==> src/rtl/pong_score_scanner.sv <==
// rtl/pong_score_scanner.sv - Pong score keeper, win detector and 4-digit display scanner
//
// Counts left/right points from rising edges on point_left/point_right,
// ends the game at WIN_SCORE, and time-multiplexes both scores onto a
// 4-digit seven-segment decoder through en/num/sel. After a win the
// display blinks with a half-period of BLINK_FRAMES full scan frames.
//
// Ports:
//   clk          system clock
//   rst_n        synchronous active-low reset
//   point_left   left player scored (rising-edge sensitive)
//   point_right  right player scored (rising-edge sensitive)
//   clear        new-game request, level sampled every cycle
//   en           decoder enable, low blanks all anodes
//   num          digit value to the decoder
//   sel          digit slot, 0 = rightmost, 3 = leftmost
//   left_score   left player score
//   right_score  right player score
//   game_over    high while the game is over
//   winner       0 = left, 1 = right; meaningful while game_over is high

module pong_score_scanner #(
    parameter int REFRESH_DIV  = 100000,
    parameter int WIN_SCORE    = 3,
    parameter int BLINK_FRAMES = 125
) (
    input  logic       clk,
    input  logic       rst_n,
    input  logic       point_left,
    input  logic       point_right,
    input  logic       clear,
    output logic       en,
    output logic [2:0] num,
    output logic [1:0] sel,
    output logic [2:0] left_score,
    output logic [2:0] right_score,
    output logic       game_over,
    output logic       winner
);

    localparam int CW = (REFRESH_DIV > 1) ? $clog2(REFRESH_DIV) : 1;
    localparam int FW = $clog2(BLINK_FRAMES + 1);

    typedef enum logic {
        ST_PLAY = 1'b0,
        ST_OVER = 1'b1
    } state_t;

    state_t          state_q;
    state_t          state_d;

    logic            prev_left;
    logic            prev_right;
    logic            edge_left;
    logic            edge_right;

    logic [CW-1:0]   scan_q;
    logic [CW-1:0]   scan_d;
    logic            scan_tc;
    logic [1:0]      sel_d;
    logic            frame_wrap;

    logic [FW-1:0]   frame_q;
    logic [FW-1:0]   frame_d;
    logic            phase_q;
    logic            phase_d;

    logic [2:0]      left_d;
    logic [2:0]      right_d;
    logic [2:0]      left_inc;
    logic [2:0]      right_inc;
    logic            winner_d;
    logic            en_d;
    logic [2:0]      num_d;

    assign edge_left  = point_left  & ~prev_left;
    assign edge_right = point_right & ~prev_right;

    assign left_inc   = left_score  + 3'd1;
    assign right_inc  = right_score + 3'd1;

    // Scan timing: sel advances on the terminal count of the slot counter;
    // a frame ends when slot 3 hands back to slot 0.
    assign scan_tc    = (scan_q == CW'(REFRESH_DIV - 1));
    assign scan_d     = scan_tc ? '0 : scan_q + CW'(1);
    assign sel_d      = scan_tc ? sel + 2'd1 : sel;
    assign frame_wrap = scan_tc && (sel == 2'd3);

    assign game_over  = (state_q == ST_OVER);

    always_ff @(posedge clk) begin
        if (!rst_n) begin
            state_q <= ST_PLAY;
        end else begin
            state_q <= state_d;
        end
    end

    always_comb begin
        state_d  = state_q;
        left_d   = left_score;
        right_d  = right_score;
        winner_d = winner;
        frame_d  = frame_q;
        phase_d  = phase_q;

        if (clear) begin
            // clear wins over any point edge sampled in the same cycle
            state_d  = ST_PLAY;
            left_d   = 3'd0;
            right_d  = 3'd0;
            winner_d = 1'b0;
            frame_d  = '0;
            phase_d  = 1'b1;
        end else begin
            case (state_q)
                ST_PLAY: begin
                    // simultaneous edges cancel: nobody scores
                    if (edge_left && !edge_right) begin
                        left_d = left_inc;
                        if (left_inc == 3'(WIN_SCORE)) begin
                            state_d  = ST_OVER;
                            winner_d = 1'b0;
                            frame_d  = '0;
                            phase_d  = 1'b1;
                        end
                    end else if (edge_right && !edge_left) begin
                        right_d = right_inc;
                        if (right_inc == 3'(WIN_SCORE)) begin
                            state_d  = ST_OVER;
                            winner_d = 1'b1;
                            frame_d  = '0;
                            phase_d  = 1'b1;
                        end
                    end
                end
                ST_OVER: begin
                    if (frame_wrap) begin
                        if (frame_q == FW'(BLINK_FRAMES - 1)) begin
                            frame_d = '0;
                            phase_d = ~phase_q;
                        end else begin
                            frame_d = frame_q + FW'(1);
                        end
                    end
                end
                default: begin
                    state_d = ST_PLAY;
                end
            endcase
        end

        en_d = (state_d == ST_OVER) ? phase_d : 1'b1;

        // num follows the sel value being registered this edge, but uses
        // the score as it stood before this edge.
        case (sel_d)
            2'd0:    num_d = right_score;
            2'd3:    num_d = left_score;
            default: num_d = 3'd0;
        endcase
    end

    always_ff @(posedge clk) begin
        if (!rst_n) begin
            prev_left   <= 1'b0;
            prev_right  <= 1'b0;
            scan_q      <= '0;
            sel         <= 2'd0;
            frame_q     <= '0;
            phase_q     <= 1'b1;
            left_score  <= 3'd0;
            right_score <= 3'd0;
            winner      <= 1'b0;
            en          <= 1'b1;
            num         <= 3'd0;
        end else begin
            prev_left   <= point_left;
            prev_right  <= point_right;
            scan_q      <= scan_d;
            sel         <= sel_d;
            frame_q     <= frame_d;
            phase_q     <= phase_d;
            left_score  <= left_d;
            right_score <= right_d;
            winner      <= winner_d;
            en          <= en_d;
            num         <= num_d;
        end
    end

endmodule

==> config.mk <==
export PLATFORM = sky130hd
export DESIGN_NAME = pong_score_scanner
export DESIGN_NICKNAME = d
export VERILOG_FILES = /design/src/rtl/pong_score_scanner.sv
export SDC_FILE = /design/constraint.sdc
export NUM_CORES = 1
export LEC_CHECK = 0
export CORE_UTILIZATION = 25
export CTS_CLUSTER_DIAMETER = 120
export DETAILED_ROUTE_END_ITERATION = 7
export PLACE_DENSITY = 0.47
export SKIP_LAST_GASP = 1
export SYNTH_ARGS = -nofsm -noshare
export SYNTH_HDL_FRONTEND = slang
export SYNTH_SLANG_ARGS = --single-unit
export TNS_END_PERCENT = 1
==> constraint.sdc <==
create_clock -name clk -period 3.5 [get_ports clk]
set_input_delay 0.35 -clock clk [delete_from_list [all_inputs] [get_ports clk]]
set_output_delay 0.35 -clock clk [all_outputs]
set_load 0.005 [all_outputs]
# ---- Yosys cells after proc, flatten, opt, wreduce, memory -nomap -nowiden
# Cells that the tools add are included.
dict set report totals {
  ff_bits 41
  elab_cells 78
}
dict set report op_classes {
  n_addsub 5
  n_eq_ne 11
  muxes 27
  bitwise 8
  n_reduce_logical 15
}
# operator count
set op_table {}
lappend op_table {{7-bit two-way mux} 6}
lappend op_table {{17-bit by 1-bit adder with 17-bit output (second input constant)} 1}
lappend op_table {{17-bit equality test (second input constant)} 1}
lappend op_table {{1-bit two-way mux} 17}
lappend op_table {{7-bit one-hot mux with 2 select lines} 1}
lappend op_table {{3-bit != test (second input constant)} 3}
lappend op_table {{4-bit AND reduction} 2}
lappend op_table {{7-bit by 1-bit adder with 7-bit output (second input constant)} 1}
lappend op_table {{7-bit equality test (second input constant)} 1}
lappend op_table {{3-bit by 1-bit adder with 3-bit output (second input constant)} 2}
lappend op_table {{3-bit by 2-bit equality test with 1-bit output (second input constant)} 2}
lappend op_table {{1-bit inverter} 6}
lappend op_table {{3-bit one-hot mux with 2 select lines} 1}
lappend op_table {{2-bit equality test (second input constant)} 2}
lappend op_table {{2-bit by 1-bit != test with 1-bit output (second input constant)} 2}
lappend op_table {{2-bit AND reduction} 2}
lappend op_table {{2-bit nonzero test} 2}
lappend op_table {{2-bit OR reduction} 2}
lappend op_table {{1-bit logical AND} 3}
lappend op_table {{3-bit AND reduction} 1}
lappend op_table {{2-bit by 1-bit adder with 2-bit output (second input constant)} 1}
lappend op_table {{1-bit AND} 2}
lappend op_table {{1-bit zero test} 2}
lappend op_table {{2-bit zero test} 1}
lappend op_table {{2 further kinds} 2}

# ---- Depth between registers and ports, before layout
dict set report logic_depth {
  ltp_word 9
  mapped_depth 10
  depth_no_buf 8
}

# ---- Worst setup path after synthesis
# No wires, ideal clock.
dict set report synth_timing {
  path_type {register -> register}
  start {register scan_q[0]}
  end {register num[0]}
  t_arrival_ns 1.927
  required_ns 3.436
  slack_ns 1.509
  stages_incl_launch_ff 10
  path_buffers 2
  synth_period_minus_slack_ns 1.991
  path_cell_list {dfxtp_1 -> ha_1 -> and4_1 -> buf_6 -> and4_2 -> clkbuf_1 -> xnor2_1 -> ha_1 -> nand2b_1 -> nor2_1}
}
dict set report synth_via {
  elab_chain_cells 4
  word_cells_on_any_way 5
  cone_classes {eq/ne: 2; mux: 2; reduce/logical: 1}
}
# element line
set synth_rtl {}
lappend synth_rtl {{start: declaration} 57} ;# logic [CW-1:0] scan_q;
lappend synth_rtl {{start signal: assignment} 180} ;# scan_q <= scan_d;
lappend synth_rtl {{17-bit equality test *} 84} ;# assign scan_tc = (scan_q == CW'(REFRESH_DIV - 1));
lappend synth_rtl {{2-bit two-way mux *} 86} ;# assign sel_d = scan_tc ? sel + 2'd1 : sel;
lappend synth_rtl {{2-bit equality test or 2-bit zero test (tied branches)} 157} ;# case (sel_d)
lappend synth_rtl {{3-bit one-hot mux with 2 select lines *} 157}
lappend synth_rtl {{end signal: assignment} 188} ;# num <= num_d;
lappend synth_rtl {{end: declaration} 33} ;# output logic [2:0] num,
# Mark *: on every way between the ends. The rest lies on a longest branch, timed or not.
# A chain may end at the register's enable or synchronous reset.

# ---- Worst setup path in the final report
dict set report layout_timing {
  start {input rst_n}
  end {register frame_q[5]}
}
dict set report layout_via {
  elab_chain_cells 2
}
# element line
set layout_rtl {}
lappend layout_rtl {{start: declaration} 28} ;# input logic rst_n,
lappend layout_rtl {{1-bit inverter (no line)} n/a}
lappend layout_rtl {{2-bit OR reduction (no line)} n/a}
lappend layout_rtl {{end signal: assignment} 182} ;# frame_q <= frame_d;
lappend layout_rtl {{end: declaration} 63} ;# logic [FW-1:0] frame_q;
# No other way between the ends.

==> flow_summary.ini <==
[cells_and_area]
antennaDiodeCount = 0
drive_above_1_share_pct = 5.76
layout_commonest_cell = dfxtp_1
final_cell_mix = dfxtp_1 (41), nor2_1 (25), clkdlybuf4s50_1 (18)
nets = 259
fillerInstances = 823
synthToLayoutAreaGrowth_pct = 18.1

[yosys]
synthSimpleGateAreaFrac_pct = 28.8
synth-compound-area-share_pct = 11.3
synth_top_family_by_area = simple AND/OR/NAND/NOR gates
synth-xor-area-share_pct = 8.44
yosys_register_bits = 41
synth_area_mm2 = 0.00207
netlist_instances = 225
yosys_warnings = 0
synth.net_count = 242
yosysUniqueCellTypes = 44
avgSynthCellArea_um2 = 9.22
yosysSeqAreaShare_pct = 39.6
synth_mux_area_share_pct = 0.483
synthAdderAreaFrac_pct = 7.24

[clocking]
postCtsSetupRepairBufs = 0
clock_latency_ns = 0.30
clkSlewWorstSetupHoldPaths_ns = 0.09
post_cts_resized = 0
cts-buffers-inserted = 5
cts.sinks = 41
clock-root-buffer = clkbuf_8
cts_tree = done
htreeDepth = 2
clockBufferDepth = 2
cts_hold_buffers = 0

[floorplan]
dieArea_mm2 = 0.00867
initial_core_util_pct = 26.3
dieWidth_um = 93.1
ios = 19
coreArea_mm2 = 0.00789
die_y_um = 93.1
rows = 32

[timing]
maxSlewHeadroom_pct = 48.8
whs_ns = 0.463
drv_slew = 0
fin_crit_sh_pct = 67.8
setup_viol = 0
setup_ws_ns = 1.13
fin_skew_ns = 0.00423
fin_setup_tns_ns = 0
fin_crit_ns = 2.37
worst_pin_slew_ns = 0.769
max_freq_ghz = 0.422
finalHoldViolCount = 0
rsz0062_at_grt = no

[run_status]
status = finished clean

[place]
dp_slack_ns = 0.871
routabilityCongestion = 0.733
numPortBuffers = 18
place_hpwl_mm = 3.18

[pwr]
power.share.clock_pct = 43.1
power.internal_w = 0.000707
fin_total_pwr_w = 0.000917
p_per_area_mw_per_mm2 = 374
power_switching_share_pct = 22.9
p_comb_share_pct = 4.7
power.switching_w = 0.000210
ir_worst_vdd_v = 0.000150
leakagePower_nw = 0.919
p_seq_share_pct = 52.2

[grt]
grt_antenna_before_repair = 0
grt_pass1_wl_mm = 7.82
grt_pass1_vias = 1614
grt_max_degree = 16
grt_usage_pct = 11.5
overflow = 0

[drt]
drtAntennaViolNets = 0
drc = 0
drt_first_pass_iters = 4
drtIter0Drc = 89
vias = 1634
wl_mm = 4.59
wl_per_cell_um = 13.3
vias_per_cell = 4.74

[critical_path]
cp_slowest_cell = clkdlybuf4s50_1
critPathMaxStageDelay_ns = 0.71
worstPathRequired_ns = 3.74
worstSetupStartpointType = input port
critPathBufInv = 1
critical_path_arrival_ns = 2.61
critical-path-top-delay-family = simple AND/OR/NAND/NOR gates
path_cells = clkdlybuf4s50_1 -> nand2b_1 -> a211oi_1 -> or4b_1 -> nand3_1
critical_path_class = in -> reg
critPathMaxFanout = 12
worst_setup_path_end_kind = flop

[run]
cap_violations = 0

[hold_path]
hold_path.class = reg -> reg
## synthesized netlist by cell type
| cell | count | area [um^2] |
|---|---|---|
| dfxtp_1 | 41 | 821 |
| nor2_1 | 25 | 93.8 |
| nand3_1 | 15 | 75.1 |
| xor2_1 | 13 | 114 |
| ha_1 | 12 | 150 |
| nand2_1 | 12 | 45.0 |
| inv_1 | 10 | 37.5 |
| nand4_1 | 8 | 50.1 |
| and2_1 | 7 | 43.8 |
| xnor2_1 | 7 | 61.3 |
| a21oi_1 | 6 | 30.0 |
| and4_1 | 5 | 43.8 |
| nor2b_1 | 5 | 31.3 |
| o21ai_0 | 5 | 25.0 |
| clkbuf_1 | 4 | 15.0 |
| o211ai_1 | 4 | 30.0 |
| a211oi_1 | 3 | 22.5 |
| a22oi_1 | 3 | 22.5 |
| a31oi_1 | 3 | 18.8 |
| nand2b_1 | 3 | 18.8 |
| nand4b_1 | 3 | 26.3 |
| o2111ai_1 | 3 | 26.3 |
| and3b_1 | 2 | 17.5 |
| and4bb_2 | 2 | 25.0 |
| buf_2 | 2 | 10.0 |
| buf_6 | 2 | 22.5 |
| o2111a_1 | 2 | 22.5 |
| or3_1 | 2 | 12.5 |
| a2111o_1 | 1 | 11.3 |
| a32oi_1 | 1 | 8.76 |
| and3_1 | 1 | 6.26 |
| and3_2 | 1 | 7.51 |
| and4_2 | 1 | 10.0 |
| mux2i_1 | 1 | 10.0 |
| nand3b_1 | 1 | 7.51 |
| nand4_4 | 1 | 21.3 |
| nor3_1 | 1 | 5.00 |
| nor3b_1 | 1 | 7.51 |
| nor4_1 | 1 | 6.26 |
| nor4b_4 | 1 | 23.8 |
| nor4bb_1 | 1 | 10.0 |
| o211a_1 | 1 | 10.0 |
| o31ai_1 | 1 | 7.51 |
| or4b_1 | 1 | 10.0 |
## final timing paths
check / startpoint / endpoint / slack, ns / cells after the start
setup / recovery: rst_n / frame_q[5]$_SDFFE_PP0P_ / 1.13 / 5
hold / removal: scan_q[0]$_SDFF_PP0_ / scan_q[0]$_SDFF_PP0_ / 0.46 / 1
setup reg to reg: scan_q[0]$_SDFF_PP0_ / num[2]$_SDFF_PN0_ / 1.23 / 7
hold reg to reg: scan_q[0]$_SDFF_PP0_ / scan_q[0]$_SDFF_PP0_ / 0.46 / 1
## power groups by stage
stage               logic [W]  clock network, W  registers (W)
CTS                 0.0000441          0.000410       0.000479
floorplan           0.0000273                 0       0.000488
detailed placement  0.0000436                 0       0.000490
global placement    0.0000444                 0       0.000490
finish              0.0000434          0.000395       0.000479
global route        0.0000490          0.000427       0.000480
## stage by stage
| stage | cells | instance area [um^2] | utilization, % |
|---|---|---|---|
| CTS | 345 | 2450 | 31.1 |
| detailed placement | 337 | 2330 | 29.6 |
| global route | 345 | 2450 | 31.1 |
| global placement | 337 | 2330 | 29.6 |
| floorplan | 225 | 2070 | - |
| finish | 345 | 2450 | 31.1 |
## area by class of cell
type | count | area (um^2) | share of cell area [%]
multi-input cells | 166 | 1170 | 47.7
flip-flops and latches | 41 | 821 | 33.5
repair buffers | 18 | 180 | 7.35
well taps | 102 | 128 | 5.21
clock buffers | 5 | 68.8 | 2.81
clock inverters | 3 | 46.3 | 1.89
inverters | 10 | 37.5 | 1.53
## kinds of logic after synthesis
logic type | after synthesis
AND/OR/NAND/NOR | 100
buffers and inverters | 18
adder cells (fa/ha/maj) | 12
flip-flops | 41
AO/OA/AOI/OAI | 33
multiplexers | 1
XOR/XNOR | 20
## flip-flops by register name, summed over array words and instances, names as in the netlist, 2 cells and up
signal	count
scan_q	17
frame_q	7
left_score	3
sel	2
num	3
right_score	3
## routing by layer
layer / track usage [%] / wire [um] / share of wire [%]
met5: 0 / 0 / 0
met4: 4.23 / 70 / 1.5
met3: 3.17 / 171 / 3.7
met2: 16.6 / 1850 / 40
met1: 16.3 / 2490 / 54
## worst reg2reg max path, cell delays in order (launching register included)
cell      delay [ns]
dfxtp_1         0.37
ha_1            0.22
and4_1          0.42
nand4_4         0.29
mux2i_1         0.33
ha_1            0.28
nand2b_1        0.17
nor2_1          0.13
Note: power is estimated with default switching activity, not from simulation.
